`src/rtl/pc_sequencer.sv`:
```
// Program counter and sequencing stage: next-PC selection, In/halt stalls, commit strobe, retire counter.
// Optional single-step mode is compiled in with `define PC_SINGLE_STEP_EN.
module pc_sequencer #(
    parameter int                    ADDR_WIDTH   = 10,
    parameter logic [ADDR_WIDTH-1:0] RESET_VECTOR = '0,
    parameter int                    CNT_WIDTH    = 16
) (
    input  logic                  clk,
    input  logic                  reset_n,
    input  logic                  cu_Jump,
    input  logic                  cu_Branch,
    input  logic                  alu_zero,
    input  logic                  cu_hlt,
    input  logic                  cu_reset,
    input  logic                  cu_inSignal,
    input  logic [25:0]           jump_target,
    input  logic [15:0]           branch_offset,
    input  logic                  in_confirm,
    input  logic                  resume,
`ifdef PC_SINGLE_STEP_EN
    input  logic                  step_mode,
    input  logic                  step,
`endif
    output logic [ADDR_WIDTH-1:0] pc,
    output logic                  commit,
    output logic                  wait_in,
    output logic                  halted,
    output logic [CNT_WIDTH-1:0]  instr_retired
);

    typedef enum logic [1:0] {
        ST_RUN,
        ST_WAIT_IN,
        ST_HALT
    } state_t;

    state_t                  state_q, state_d;
    logic [ADDR_WIDTH-1:0]   pc_q, pc_d;
    logic                    wait_in_q, wait_in_d;
    logic                    halted_q, halted_d;
    logic [CNT_WIDTH-1:0]    cnt_q, cnt_d;
    logic                    commit_d;

    logic                    conf_s1_q, conf_s2_q, conf_dly_q;
    logic                    res_s1_q, res_s2_q, res_dly_q;
    logic                    confirm_pulse, resume_pulse, run_go;

    logic [ADDR_WIDTH-1:0]   pc_inc, pc_branch, offset_ext;
    logic                    unused_jump_bits;

    assign unused_jump_bits = ^jump_target[25:ADDR_WIDTH];

    // Offset is sign-extended (or truncated) to the PC width so branch math wraps naturally.
    assign offset_ext = ADDR_WIDTH'($signed(branch_offset));
    assign pc_inc     = pc_q + ADDR_WIDTH'(1);
    assign pc_branch  = pc_inc + offset_ext;

    assign confirm_pulse = conf_s2_q & ~conf_dly_q;
    assign resume_pulse  = res_s2_q & ~res_dly_q;

`ifdef PC_SINGLE_STEP_EN
    logic step_s1_q, step_s2_q, step_dly_q;
    logic step_pulse;

    assign step_pulse = step_s2_q & ~step_dly_q;
    assign run_go     = ~step_mode | step_pulse;

    always_ff @(posedge clk or negedge reset_n) begin
        if (!reset_n) begin
            step_s1_q  <= 1'b0;
            step_s2_q  <= 1'b0;
            step_dly_q <= 1'b0;
        end else begin
            step_s1_q  <= step;
            step_s2_q  <= step_s1_q;
            step_dly_q <= step_s2_q;
        end
    end
`else
    assign run_go = 1'b1;
`endif

    // The if/else chain keeps X on lower-priority decoder outputs from reaching pc.
    always_comb begin
        state_d  = state_q;
        pc_d     = pc_q;
        commit_d = 1'b0;
        case (state_q)
            ST_RUN: begin
                if (run_go) begin
                    if (cu_reset) begin
                        pc_d = RESET_VECTOR;
                    end else if (cu_hlt) begin
                        state_d = ST_HALT;
                    end else if (cu_inSignal) begin
                        state_d = ST_WAIT_IN;
                    end else begin
                        commit_d = 1'b1;
                        if (cu_Jump) begin
                            pc_d = jump_target[ADDR_WIDTH-1:0];
                        end else if (cu_Branch && alu_zero) begin
                            pc_d = pc_branch;
                        end else begin
                            pc_d = pc_inc;
                        end
                    end
                end
            end
            ST_WAIT_IN: begin
                if (confirm_pulse) begin
                    commit_d = 1'b1;
                    pc_d     = pc_inc;
                    state_d  = ST_RUN;
                end
            end
            ST_HALT: begin
                if (resume_pulse) begin
                    pc_d    = pc_inc;
                    state_d = ST_RUN;
                end
            end
            default: begin
                state_d = ST_RUN;
            end
        endcase
        wait_in_d = (state_d == ST_WAIT_IN);
        halted_d  = (state_d == ST_HALT);
        cnt_d     = cnt_q + CNT_WIDTH'(commit_d);
    end

    always_ff @(posedge clk or negedge reset_n) begin
        if (!reset_n) begin
            state_q    <= ST_RUN;
            pc_q       <= RESET_VECTOR;
            wait_in_q  <= 1'b0;
            halted_q   <= 1'b0;
            cnt_q      <= '0;
            conf_s1_q  <= 1'b0;
            conf_s2_q  <= 1'b0;
            conf_dly_q <= 1'b0;
            res_s1_q   <= 1'b0;
            res_s2_q   <= 1'b0;
            res_dly_q  <= 1'b0;
        end else begin
            state_q    <= state_d;
            pc_q       <= pc_d;
            wait_in_q  <= wait_in_d;
            halted_q   <= halted_d;
            cnt_q      <= cnt_d;
            conf_s1_q  <= in_confirm;
            conf_s2_q  <= conf_s1_q;
            conf_dly_q <= conf_s2_q;
            res_s1_q   <= resume;
            res_s2_q   <= res_s1_q;
            res_dly_q  <= res_s2_q;
        end
    end

    assign pc            = pc_q;
    assign commit        = commit_d & reset_n;
    assign wait_in       = wait_in_q;
    assign halted        = halted_q;
    assign instr_retired = cnt_q;

endmodule

```
`config.mk`:
```
export PLATFORM = sky130hd
export DESIGN_NAME = pc_sequencer
export DESIGN_NICKNAME = d
export VERILOG_FILES = /design/src/rtl/pc_sequencer.sv
export SDC_FILE = /design/constraint.sdc
export NUM_CORES = 1
export LEC_CHECK = 0
export CAP_MARGIN = 0
export CORE_MARGIN = 2
export CORE_UTILIZATION = 63
export CTS_CLUSTER_SIZE = 30
export DETAILED_ROUTE_END_ITERATION = 10
export DONT_BUFFER_PORTS = 1
export PLACE_DENSITY_LB_ADDON = 0.3
export SLEW_MARGIN = 20
export SYNTH_ARGS = -nofsm -noshare
export SYNTH_HDL_FRONTEND = slang
export SYNTH_SLANG_ARGS = --single-unit
```
`constraint.sdc`:
```
create_clock -name clk -period 3.6 [get_ports clk]
set_input_delay 0.72 -clock clk [delete_from_list [all_inputs] [get_ports clk]]
set_output_delay 0.72 -clock clk [all_outputs]
set_load 0.1 [all_outputs]
```
# Yosys cells after proc, flatten, opt, wreduce, memory -nomap -nowiden

Cells that the tools add are included.

Register bits: 36
Latch bits: 0
Memory bits (writable): 0
Memory bits (read-only): 0
Word-level logic and storage cells: 50
Memories kept: 0

Add/subtract/negate cells: 3
$mul: 0
Div/mod/pow operators: 0
Order comparisons: 0
Equal/unequal tests: 8
Shifts and indexed selects: 0
Multiplexer cells: 19
Bitwise gates (word level): 5
Reductions and logical operators: 4

Operators by type and width:

| operator                                                        | count |
|---|---|
| 10-bit 2-to-1 mux                                               | 7 |
| 10-bit case mux with 3 select lines                             | 1 |
| 16-bit by 1-bit adder with 16-bit output                        | 1 |
| 10-bit by 1-bit adder with 10-bit output, second input constant | 1 |
| 10-bit adder                                                    | 1 |
| 2-bit 2-to-1 mux                                                | 5 |
| 3-bit inequality test, second input constant                    | 2 |
| 2-bit case mux with 3 select lines                              | 1 |
| 5-bit AND reduction                                             | 1 |
| 2-bit by 1-bit == test with 1-bit output, second input constant | 2 |
| 2-bit == test, second input constant                            | 2 |
| 1-bit 2-to-1 mux                                                | 4 |
| 2-bit inequality test, second input constant                    | 2 |
| 1-bit bitwise AND                                               | 3 |
| 3-bit nonzero test                                              | 1 |
| 2-bit logical NOT                                               | 1 |
| 1-bit inverter                                                  | 2 |
| 1-bit case mux with 2 select lines                              | 1 |
| 1-bit logical AND                                               | 1 |

# Depth between registers and ports, before layout

Depth after elaboration: 8
Gate-level depth with buffers: 13
Depth with buffers taken out: 12

# Worst setup path before layout

No wires, ideal clock.

Path type: flip-flop to flip-flop
Start: register pc_q[0] (netlist: pc[0])
End: register pc_q[9] (netlist: pc[9])
Library setup time: 0.120 ns
Arrival: 3.161 ns
Data required time: 3.480 ns
Path slack: 0.318 ns
Stages on the path, launching flop included: 13
Cell sequence: dfrtp_1 -> ha_1 -> clkbuf_1 -> nand3_1 -> nor2_1 -> xnor2_1 -> inv_1 -> ha_1 -> and3_1 -> a31oi_1 -> a211o_1 -> a21o_1 -> o211a_1

Word-level cells in the longest chain between the ends: 8

RTL lines:

| element                                    | line | source |
|---|---|---|
| start: declaration                         | 38   | `logic [ADDR_WIDTH-1:0] pc_q, pc_d;` |
| start signal: assignment                   | 146  | `pc_q <= pc_d;` |
| 10-bit by 1-bit adder with 10-bit output * | 55   | `assign pc_inc = pc_q + ADDR_WIDTH'(1);` |
| 10-bit adder                               | 56   | `assign pc_branch = pc_inc + offset_ext;` |
| 10-bit 2-to-1 mux                          | 101  | `end else if (cu_Branch && alu_zero) begin` |
| 10-bit 2-to-1 mux                          | 99   | `if (cu_Jump) begin` |
| 10-bit 2-to-1 mux                          | 95   | `end else if (cu_inSignal) begin` |
| 10-bit 2-to-1 mux                          | 93   | `end else if (cu_hlt) begin` |
| 10-bit 2-to-1 mux                          | 91   | `if (cu_reset) begin` |
| 10-bit case mux with 3 select lines *      | 88   | `case (state_q)` |

Mark *: on every way between the ends. The rest lies on a longest branch, timed or not. The select of a mux whose other input is x is not followed.
A chain may end at the register's enable or synchronous reset.

# Worst setup path after layout

Ends and elaborated chain as after synthesis.

==> metrics.md <==
| Metric | Value |
|---|---|
| Status | finished clean |
| Yosys top cell by area | dfrtp_1 |
| GPL Wtd Cong | 0.858 |
| Worst IR Drop VDD | 0.752 mV |
| Syn Inst Count | between 200 and 300 |
| Vias/cell | slightly below 6 |
| DP HPWL | between 3 and 4 mm |
| Leakage power total | 1.21 nW |
| Top-area cell type share of the netlist area | 0.372 |
| Tot Pwr | around 2.4 mW |
| Rel. slew slack | 0.299 |
| Final setup margin | roughly 0.70 ns |
| Crit start category | register |
| ANT cells | 0 |
| Number of synthesized flops with an enable pin | 0 |
| CP Max Fanout | 7 |
| Final Critical Period | roughly 2.9 ns |
| Final Cycle Share | 0.806 |
| Ys async rst share | 1.00 |
| Final setup violation count | 0 |
| CP Class | register to register |
| Clk root buf | clkbuf_8 |
| Final WL | between 5 and 6 mm |
| Core box area | between 3000 and 4000 um2 |
| RSZ-0062 raised after global routing | no |
| First-pass GRT wire length | slightly below 9 mm |
| Post-CTS setup repair buffer count | 0 |
| Met2 GRT Util | 0.413 |
| Fin cells | approximately 330 |
| Crit path capture type | register |
| Antenna violations before repair | 0 |
| GRT Total Usage | 0.265 |
| Dpl ws | between 0.7 and 0.8 ns |
| Rows | 22 |
| Max cap viols | 0 |
| Skew-Pair Late Insertion Delay | around 0.28 ns |
| Vias in the first global route | between 1500 and 2000 |
| Total grt overflow | 0 |
| M1 GR Usage | 0.359 |
| Syn avg cell area | about 9.0 um2 |
| Crit path arrival time | around 3.1 ns |
| Antenna-violating nets left | 0 |
| #FFs+latches synth | 36 |
| Post-cts resize count | 0 |
| CTS tree | built |
| Final instance area | roughly 2700 um2 |
| DRC errors left | 0 |
| Post-Route Setup TNS | 0 ns |
| Dpl cells | around 330 |
| Clock-pin transition on the worst setup and hold timing paths | around 0.07 ns |
| Area growth from synthesis to layout | 10.4% |
| Cell area after synthesis | roughly 2400 um2 |
| Pins over their slew limit | 0 |
| Cell Pwr Density | about 900 nW/um2 |
| Worst slew pin tran | 1.05 ns |
| Hold_buf cts | 0 |
| DR pass1 iterations | 4 |
| Final core occ | 0.725 |
| Multi-input gate area | roughly 1400 um2 |
| Post-Place Cell Area | between 2000 and 3000 um2 |
| Worst min path class | primary input to async pin |
| Fraction of layout instances using a drive strength above 1 | 0.109 |
| Fin nets | ~350 |
| Worst Skew | between 0.006 and 0.007 ns |
| M3 GR Usage | 0.0698 |
| Routed len/inst | ~16 um |
| Prevailing post-synth register cell | dfrtp_1 |
| Initial core utilization | 0.656 |
| Via count | 1988 |
| Num CTS Buffers | 5 |
| Yosys warns | 0 |
| FF+latch area | roughly 900 um2 |
| Sequential share of the synthesized area | 0.372 |
| DRT iter0 DRCs | between 80 and 90 |
| DIE WIDTH | 66.0 um |
| I/O Buffers | 0 |
| Chip height | 66.0 um |
| I/O Pins | approximately 80 |
| Netlist cell types | 52 |
| Syn nets | 338 |
| Max frequency | ~0.34 GHz |
| Worst Hold Slack | approximately 0.12 ns |
| Pin count of the biggest net entering global routing | 38 |
| Final hold violations | 0 |
| Die area | around 4400 um2 |
| Fillers | 287 |
| CP Data Required Time | between 3 and 4 ns |
| CTS sink count | 36 |
| Area contributors post-synth | dfrtp_1 37%, ha_1 8.8%, xnor2_1 6.9%, o21ai_0 4.3%, nand2_1 4.0% |
| CTS Buffer Depth | 2 |
| Grt peak-use layer | met2 |
| H-tree levels | 2 |
## final cells by class
cell class / instances / area share
clock buffers: 8 / 0.0337
inverters: 8 / 0.0112
multi-input cells: 214 / 0.542
flip-flops and latches: 36 / 0.337
well taps: 48 / 0.0225
repair buffers: 19 / 0.0534
## placed cells by master, fill, tap and decap left out, types with 2 or more instances in the layout
cell,Yosys,routed
o31ai_1,2,2
o311ai_0,2,2
o21bai_1,2,2
inv_1,8,8
ha_1,17,17
a31oi_1,5,5
o22ai_1,2,2
nand2_1,26,26
nor3_1,2,2
nand2b_1,8,8
and2_1,6,6
and3_1,5,5
xnor2_1,19,19
mux2i_1,2,2
a21oi_1,13,13
clkbuf_1,7,2
a21o_1,4,4
a32oi_1,2,2
or3_1,2,2
o211ai_1,3,3
nand4_1,2,2
clkbuf_8,0,6
nand3_1,16,16
xor2_1,7,7
a211oi_1,2,2
dfrtp_1,36,36
buf_4,0,19
a22oi_1,4,4
o21ai_0,21,21
nor2_1,18,18
## power breakdown
| part | switching, mW | leakage, nW | internal, mW |
|---|---|---|---|
| logic | 1.03 | 0.693 | 0.444 |
| registers | 0.142 | 0.467 | 0.491 |
| clock network | 0.132 | 0.0455 | 0.156 |
## sequential cells by signal, summed over array words and instances, names as in the netlist
| name | cells |
|---|---|
| state_q | 2 |
| halted | 1 |
| conf_s2_q | 1 |
| wait_in | 1 |
| res_dly_q | 1 |
| res_s2_q | 1 |
| res_s1_q | 1 |
| instr_retired | 16 |
| conf_s1_q | 1 |
| pc | 10 |
| conf_dly_q | 1 |
## metal layers
metal,vias to the layer above,share of wire
li1,993,-
met1,925,0.46
met2,64,0.46
met3,6,0.069
met4,0,0.011
met5,-,0
## cells by family after synthesis
kind of cell / count (synthesis) / synth area share
DFF: 36 / 0.372
muxes: 2 / 0.00827
and+or+nand+nor: 92 / 0.189
xor gates and xnor gates: 26 / 0.0941
AOI/OAI and AO/OA: 76 / 0.211
adders and majority gates: 18 / 0.0961
buffers and inverters: 18 / 0.0295
## path summary, 6_finish.rpt
kind / start / end / slack [ns] / cells after the start
setup / recovery: pc[0]$_DFFE_PN0P_ / pc[9]$_DFFE_PN0P_ / 0.70 / 11
hold / removal: reset_n / pc[8]$_DFFE_PN0P_ / 0.12 / 0
setup reg to reg: pc[0]$_DFFE_PN0P_ / pc[9]$_DFFE_PN0P_ / 0.70 / 11
hold reg to reg: res_s1_q$_DFF_PN0_ / res_s2_q$_DFF_PN0_ / 0.35 / 0
max in group asynchronous: reset_n / instr_retired[2]$_DFF_PN0_ / 3.39 / 0
min in group clk: res_s1_q$_DFF_PN0_ / res_s2_q$_DFF_PN0_ / 0.35 / 0
## critical path, cell delays in order, from the launching register on
cell,delay (ns)
dfrtp_1,0.35
buf_4,0.32
nand2_1,0.22
nor2_1,0.19
nand2_1,0.08
xnor2_1,0.27
ha_1,0.36
and3_1,0.19
a31oi_1,0.21
nand4_1,0.18
a21o_1,0.23
o211a_1,0.20
## cells in the mapped netlist (2+ instances only)
cell	instances
xnor2_1	19
nand4_1	2
o21ai_0	21
inv_1	8
a31oi_1	5
o311ai_0	2
ha_1	17
a32oi_1	2
buf_2	2
xor2_1	7
nand2b_1	8
a211oi_1	2
a21o_1	4
nand3_1	16
nor2_1	18
or3_1	2
a21oi_1	13
o211ai_1	3
a22oi_1	4
mux2i_1	2
clkbuf_1	7
dfrtp_1	36
o21bai_1	2
and3_1	5
nor3_1	2
o31ai_1	2
and2_1	6
nand2_1	26
o22ai_1	2
(Power assumes the default switching activity.)
